==> src/rtl/shift_seq_pkg.sv <==
// Shared definitions for the sequential shift/rotate/LFSR engine.
package shift_seq_pkg;

    localparam logic [2:0] OP_NOP  = 3'd0;
    localparam logic [2:0] OP_LOAD = 3'd1;
    localparam logic [2:0] OP_SLL  = 3'd2;
    localparam logic [2:0] OP_SRL  = 3'd3;
    localparam logic [2:0] OP_SRA  = 3'd4;
    localparam logic [2:0] OP_ROL  = 3'd5;
    localparam logic [2:0] OP_ROR  = 3'd6;
    localparam logic [2:0] OP_LFSR = 3'd7;

    typedef enum logic [1:0] {
        S_IDLE = 2'd0,
        S_RUN  = 2'd1,
        S_DONE = 2'd2
    } state_t;

    // Operations that complete without any stepping cycles.
    function automatic logic ends_at_once(input logic [2:0] op, input logic shamt_zero);
        return (op == OP_NOP) || (op == OP_LOAD) || shamt_zero;
    endfunction

    // NOP and LFSR continue from the current register; everything else starts from din.
    function automatic logic loads_din(input logic [2:0] op);
        return !((op == OP_NOP) || (op == OP_LFSR));
    endfunction

endpackage

==> src/rtl/shift_seq_unit_step.sv <==
// Single-step datapath: one bit of shift, rotate or LFSR advance.
module shift_step
    import shift_seq_pkg::*;
#(
    parameter int               WIDTH = 8,
    parameter logic [WIDTH-1:0] TAPS  = WIDTH'(8'hB8)
) (
    input  logic [2:0]       op,
    input  logic [WIDTH-1:0] q,
    output logic [WIDTH-1:0] q_next,
    output logic             bit_out
);

    logic fb_s;

    // Compute the next register value and the bit that leaves it.
    always_comb begin
        q_next  = q;
        bit_out = 1'b0;
        fb_s    = ^(q & TAPS);
        case (op)
            OP_SLL: begin
                q_next  = {q[WIDTH-2:0], 1'b0};
                bit_out = q[WIDTH-1];
            end
            OP_SRL: begin
                q_next  = {1'b0, q[WIDTH-1:1]};
                bit_out = q[0];
            end
            OP_SRA: begin
                q_next  = {q[WIDTH-1], q[WIDTH-1:1]};
                bit_out = q[0];
            end
            OP_ROL: begin
                q_next  = {q[WIDTH-2:0], q[WIDTH-1]};
                bit_out = q[WIDTH-1];
            end
            OP_ROR: begin
                q_next  = {q[0], q[WIDTH-1:1]};
                bit_out = q[0];
            end
            OP_LFSR: begin
                // An all-zero register would lock the LFSR; force a 1 in instead.
                if (q == {WIDTH{1'b0}}) begin
                    q_next = {{(WIDTH-1){1'b0}}, 1'b1};
                end else begin
                    q_next = {q[WIDTH-2:0], fb_s};
                end
                bit_out = q[WIDTH-1];
            end
            default: begin
                q_next  = q;
                bit_out = 1'b0;
            end
        endcase
    end

endmodule

==> src/rtl/shift_seq_unit.sv <==
// Iterative shift engine: one shift/rotate/LFSR step per clock, start/busy/done handshake.
module shift_seq_unit
    import shift_seq_pkg::*;
#(
    parameter int               WIDTH = 8,
    parameter int               SHW   = $clog2(WIDTH),
    parameter logic [WIDTH-1:0] TAPS  = WIDTH'(8'hB8)
) (
    input  logic             clk,
    input  logic             rst,
    input  logic             start,
    input  logic [2:0]       op,
    input  logic [SHW-1:0]   shamt,
    input  logic [WIDTH-1:0] din,
    output logic             busy,
    output logic             done,
    output logic [WIDTH-1:0] dout,
    output logic             carry,
    output logic             zero
);

    state_t           state_r;
    logic [2:0]       op_r;
    logic [SHW-1:0]   cnt_r;
    logic [WIDTH-1:0] q_r;
    logic             carry_r;
    logic             busy_r;
    logic             done_r;
    logic [WIDTH-1:0] step_q_s;
    logic             step_bit_s;

    shift_step #(
        .WIDTH (WIDTH),
        .TAPS  (TAPS)
    ) u_step (
        .op      (op_r),
        .q       (q_r),
        .q_next  (step_q_s),
        .bit_out (step_bit_s)
    );

    // Control FSM, step counter and result registers; reset aborts any operation.
    always_ff @(posedge clk or negedge rst) begin
        if (!rst) begin
            state_r <= S_IDLE;
            op_r    <= OP_NOP;
            cnt_r   <= {SHW{1'b0}};
            q_r     <= {WIDTH{1'b0}};
            carry_r <= 1'b0;
            busy_r  <= 1'b0;
            done_r  <= 1'b0;
        end else begin
            case (state_r)
                S_IDLE: begin
                    done_r <= 1'b0;
                    if (start) begin
                        op_r    <= op;
                        cnt_r   <= shamt;
                        carry_r <= 1'b0;
                        if (loads_din(op)) begin
                            q_r <= din;
                        end
                        if (ends_at_once(op, shamt == {SHW{1'b0}})) begin
                            state_r <= S_DONE;
                            busy_r  <= 1'b0;
                            done_r  <= 1'b1;
                        end else begin
                            state_r <= S_RUN;
                            busy_r  <= 1'b1;
                        end
                    end
                end
                S_RUN: begin
                    q_r     <= step_q_s;
                    carry_r <= step_bit_s;
                    cnt_r   <= cnt_r - SHW'(1);
                    if (cnt_r == SHW'(1)) begin
                        state_r <= S_DONE;
                        busy_r  <= 1'b0;
                        done_r  <= 1'b1;
                    end
                end
                S_DONE: begin
                    state_r <= S_IDLE;
                    busy_r  <= 1'b0;
                    done_r  <= 1'b0;
                end
                default: begin
                    state_r <= S_IDLE;
                    busy_r  <= 1'b0;
                    done_r  <= 1'b0;
                end
            endcase
        end
    end

    assign busy  = busy_r;
    assign done  = done_r;
    assign dout  = q_r;
    assign carry = carry_r;
    assign zero  = (q_r == {WIDTH{1'b0}});

endmodule

==> config.mk <==
export PLATFORM = sky130hd
export DESIGN_NAME = shift_seq_unit
export DESIGN_NICKNAME = d
export VERILOG_FILES = /design/src/rtl/shift_seq_pkg.sv /design/src/rtl/shift_seq_unit_step.sv /design/src/rtl/shift_seq_unit.sv
export SDC_FILE = /design/constraint.sdc
export NUM_CORES = 1
export LEC_CHECK = 0
export ABC_AREA = 1
export CAP_MARGIN = 40
export CORE_UTILIZATION = 25
export DETAILED_ROUTE_END_ITERATION = 10
export PLACE_DENSITY = 0.51
export REMOVE_ABC_BUFFERS = 1
export SETUP_SLACK_MARGIN = 0.05
export SYNTH_ARGS = -nofsm -noshare
export SYNTH_HDL_FRONTEND = slang
export SYNTH_SLANG_ARGS = --single-unit
==> constraint.sdc <==
create_clock -name clk -period 1.75 [get_ports clk]
set_input_delay 0.35 -clock clk [delete_from_list [all_inputs] [get_ports clk]]
set_output_delay 0.35 -clock clk [all_outputs]
set_load 0.005 [all_outputs]
## After elaboration in Yosys (flattened, before gate mapping)

Index checks and enable logic that the tools add are counted.

- Add/sub/neg operators: 1
- Multiply operators: 0
- Divide/modulo/power cells: 0
- Magnitude comparators: 0
- Equality and inequality tests: 16
- Shift-type cells: 0
- Muxes and demuxes: 22
- Bitwise gates (word level): 0
- Reductions and logical operators: 16

Operator list:

| cell | number |
|---|---|
| $pmux 8 s6 | 1 |
| $mux 8 | 3 |
| $pmux 8 s2 | 1 |
| $eq 3x3->1 const B | 5 |
| $logic_not 8->1 | 1 |
| $ne 2x2->1 const B | 4 |
| $pmux 1 s2 | 4 |
| $reduce_xor 8->1 | 1 |
| $mux 1 | 7 |
| $ne 7x1->1 const B | 1 |
| $eq 3x1->1 const B | 2 |
| $eq 3x2->1 const B | 2 |
| $logic_not 3->1 | 2 |
| $mux 2 | 3 |
| $ne 6x1->1 const B | 1 |
| $pmux 3 s2 | 1 |
| $reduce_and 2->1 | 3 |
| $reduce_or 3->1 | 2 |
| $reduce_and 5->1 | 1 |
| $pmux 2 s2 | 1 |
| $reduce_and 4->1 | 1 |
| $logic_or 1x1->1 | 3 |
| $mux 3 | 1 |
| $sub 3x1->3 const B | 1 |
| other kinds (3) | 3 |

- Flip-flop bits (word level): 19
- Latch bits: 0
- RAM bits: 0
- Memory bits (read-only): 0
- Bits of input ports: 17
- Output and inout bits: 12
- Logic and storage cells: 63
- Memories: 0

## Longest topological paths before layout

- Depth in word-level cells: 6
- Depth in mapped cells: 12
- Gate-level depth less buffers: 12

## By module

From an unflattened synthesis, not the netlist that was laid out.

- Cell total of the unflattened synthesis: 204
- Area, all modules: 1370.1 sq um

Modules (own cells, without submodules):

| module | instances | cells each | area each (sq um) |
|---|---|---|---|
| shift_seq_unit | 1 | 134 | 1029.7 |
| shift_step | 1 | 70 | 340.3 |

## Worst setup path after synthesis

Ideal clock, no wire load.

- Kind: reg2reg
- From: reg q_r[4], in the netlist dout[4]
- To: reg q_r[0], in the netlist dout[0]
- Library setup time: 0.120 ns
- Arrival time: 1.183 ns
- Required time: 1.630 ns
- Setup slack: 0.447 ns
- Cell stages (with the launch flop): 13
- Buffers on the path: 0
- Period minus slack after synthesis: 1.303 ns
- Cells stage by stage: dfrtp_1 > inv_1 > ha_1 > inv_1 > nand2_1 > nand2_1 > nand2_1 > nand2_1 > nand2_1 > nand2_1 > nand2_1 > nand2_1 > a21oi_2

- Cells in the longest elaborated chain, start to end: 4
- Elaborated cells on any way between the ends: 5

Ends and longest elaborated chain:

| item | RTL line | text |
|---|---|---|
| start: declaration | shift_seq_unit.sv:25 | `logic [WIDTH-1:0] q_r;` |
| start signal: assignment | shift_seq_unit.sv:48 | `q_r <= {WIDTH{1'b0}};` |
| start signal: assignment | shift_seq_unit.sv:61 | `q_r <= din;` |
| start signal: assignment | shift_seq_unit.sv:74 | `q_r <= step_q_s;` |
| $reduce_xor 8->1 / $logic_not 8->1 (equally long branches) | shift_seq_unit_step.sv:20, shift_seq_unit_step.sv:44 |  |
| $mux 8 * | shift_seq_unit_step.sv:44 | `if (q == {WIDTH{1'b0}}) begin` |
| $pmux 8 s6 * | shift_seq_unit_step.sv:21 | `case (op)` |
| $pmux 8 s2 * | shift_seq_unit.sv:53 | `case (state_r)` |

Every way passes the cells marked *; elsewhere a longest branch is shown, timed or not.
A chain may end at the register's enable or synchronous reset.

## Worst setup path in the final report

- From: reg q_r[5], in the netlist dout[5]
- To: out dout[5]

RTL lines:

| item | RTL line | text |
|---|---|---|
| end: declaration | shift_seq_unit.sv:17 | `output logic [WIDTH-1:0] dout,` |

No word-level cell between the ends.

==> impl_metrics.tcl <==
set metrics [dict create \
    synthDistinctLibCells 27 \
    core_um2 4720 \
    antennaDiodeCount 0 \
    crit_type "flip-flop to output port" \
    max_freq_mhz 615 \
    place_inst 278 \
    slowest_delay_ns 0.50 \
    power_frac_clock 0.104 \
    cp_cell_sequence "buf_4 -> clkdlybuf4s50_1" \
    post-place-ws_ns 0.0936 \
    use_met2 0.228 \
    hpwl_mm 2.41 \
    place.gp.congestion 0.801 \
    firstDrtPassIters 4 \
    cp_slowest_cell "clkdlybuf4s50_1" \
    swShare 0.463 \
    antenna_found_initial 0 \
    status "finished clean" \
    grt_overflow 0 \
    clockRootBuffer "clkbuf_8" \
    period_share 0.929 \
    drc 0 \
    synth_area_leaders "dfrtp_1 (39%), nand2_1 (16%), o21ai_0 (8.9%)" \
    pin_count 29 \
    crit_path_start_kind "flip-flop" \
    grt.met3_usage 0.0333 \
    fin_skew_ns 0.0138 \
    tightest_slew_ns 0.268 \
    rsz0062_at_grt "false" \
    cts.clk_slew.worst_paths_ns 0.09 \
    cts.sinks 19 \
    chipHeight_um 72.2 \
    vias 1245 \
    p_int_uw 1680 \
    relSlewSlack 0.822 \
    synth_commonest_cells "nand2_1 (51), inv_1 (23), o21ai_0 (22)" \
    setup_viol 0 \
    hold_viol 0 \
    synth_top_area_frac 0.386 \
    yosysWarnings 0 \
    drive_above_1_share 0.183 \
    worstPathArrival_ns 1.28 \
    synth_seq_area_share 0.386 \
    tritoncts "done" \
    stdcell_count 286 \
    yosysTopAreaCell "dfrtp_1" \
    synthArstFlopShare 1.00 \
    drt-initial-drc-count 109 \
    grt_pass1_wl_mm 5.60 \
    io_buffers 28 \
    drv_slew 0 \
    path_max_fanout 4 \
    die-area_um2 5210 \
    ys_ff_latch 19 \
    synthCells 173 \
    area_growth_pct 43.5 \
    nets 240 \
    busiest_layer "met2" \
    wl_per_cell_um 11.1 \
    ys.flop_type "dfrtp_1" \
    htree_levels 1 \
    synth-edff-count 0 \
    synth_area_per_cell_um2 7.12 \
    die_w_um 72.2 \
    required_ns 1.40 \
    setup_ws_ns 0.124 \
    grt_start_max_net_pins 20 \
    p_comb_frac 0.626 \
    power.density_nw_per_um2 1770 \
    synth_area_um2 1230 \
    worst-path-buf-inv 2 \
    clk_path_buf_depth 2 \
    first_global_vias 1233 \
    p_sw_uw 1450 \
    rows 25 \
    tns_ns 0 \
    initial_core_util 0.261 \
    gr-usage-all-layers 0.139 \
    cts_inserted_buffers 3 \
    hp-class "input port to async pin" \
    nFillCells 509 \
    critPathCaptureType "output port" \
    via_per_inst 4.35 \
    crit_family "buffers and inverters" \
    clk_latency_ns 0.27 \
    cellLeakagePower_uw 0.000862 \
    synth.most_common_cell "nand2_1" \
    grtUsageMet1 0.187 \
    fin_crit_ns 1.63 \
    routed_wl_mm 3.18 \
    ant_nets 0 \
    max-cap-violations 0 \
    seqPwrFrac 0.271 \
    peakVddDrop_mv 0.519 \
]
[placed cells by master (no fill, tap or decap), drive strengths merged]
| cell type | instances |
|---|---|
| a21oi | 8 |
| a31oi | 1 |
| a32oi | 1 |
| buf | 15 |
| clkbuf | 4 |
| clkdlybuf4s50 | 27 |
| clkinv | 1 |
| dfrtp | 19 |
| ha | 3 |
| inv | 26 |
| nand2 | 56 |
| nand3 | 8 |
| nand4 | 2 |
| nor2 | 18 |
| nor3 | 1 |
| o211ai | 1 |
| o21ai | 24 |
| o22ai | 1 |
| o31ai | 2 |
| or2 | 1 |
[worst reg2reg max path: stages (launching register included)]
cell and delay [ns]:
dfrtp_1 0.40, inv_2 0.08, ha_4 0.12, nand4_1 0.08, buf_4 0.15, buf_4 0.12, buf_4 0.13, nand2_2 0.06
nand2_2 0.04, nand2_1 0.06, nand2_1 0.06, a21oi_2 0.14
[power by group through the flow]
stage | logic (uW) | clock network, uW | registers (uW)
2_1_floorplan | 1150 | 0 | 860
3_3_place_gp | 1910 | 0 | 852
3_5_place_dp | 1900 | 0 | 855
4_1_cts | 1920 | 340 | 849
5_1_grt | 2260 | 356 | 875
6_report | 1960 | 325 | 850
[state kept, by name (all words and copies together) (netlist names)]
register	count
dout	8
cnt_r	3
op_r	3
state_r	2
busy	1
carry	1
done	1
[metal layers]
layer  up-vias  share of wire
met5         -              0
met3         5          0.046
met1       563           0.49
li1        651              -
met4         0         0.0060
met2        26           0.45
[through the flow]
stage          area (um2)   util  total power (uW)  hold WS [ns]
4_1_cts              1750  0.370              3110         0.430
2_1_floorplan        1230      -              2010        0.0544
3_3_place_gp         1670  0.354              2760         0.505
5_1_grt              1770  0.374              3490         0.448
3_5_place_dp         1670  0.354              2760         0.511
6_report             1770  0.374              3140         0.418
[logic make-up after synthesis]
| kind of cell | share of synthesized area |
|---|---|
| AO/OA/AOI/OAI | 0.169 |
| adder cells (fa/ha/maj) | 0.0305 |
| buffers and inverters | 0.0873 |
| flip-flops | 0.386 |
| AND/OR/NAND/NOR | 0.328 |
[path summary, 6_finish.rpt]
path	start	to	cells past startpoint	slack [ns]
max	dout[5]	dout[5]	2	0.12
min	rst	dout[0]	2	0.42
max reg2reg	dout[5]	dout[0]	11	0.24
min reg2reg	busy	busy	2	0.52
max in group asynchronous	rst	state_r[1]	2	1.10
min in group clk	busy	busy	2	0.52
[timing repair]
action,4_1_cts,5_1_grt
hold buffers,0,0
buffers inserted,4,2
resized for setup,2,9
setup endpoints to repair,1,3
pin swaps,1,5
[layout make-up]
cell class / count / area, um2 / area share
Clock buffer: 3 / 41.3 / 0.0234
Clock inverter: 1 / 5.00 / 0.00283
Inverter: 26 / 103 / 0.0580
Multi-Input combinational cell: 127 / 672 / 0.380
Sequential cell: 19 / 475 / 0.269
Tap cell: 67 / 83.8 / 0.0474
Timing Repair Buffer: 43 / 388 / 0.219
Note: power is estimated with default switching activity, not from simulation.
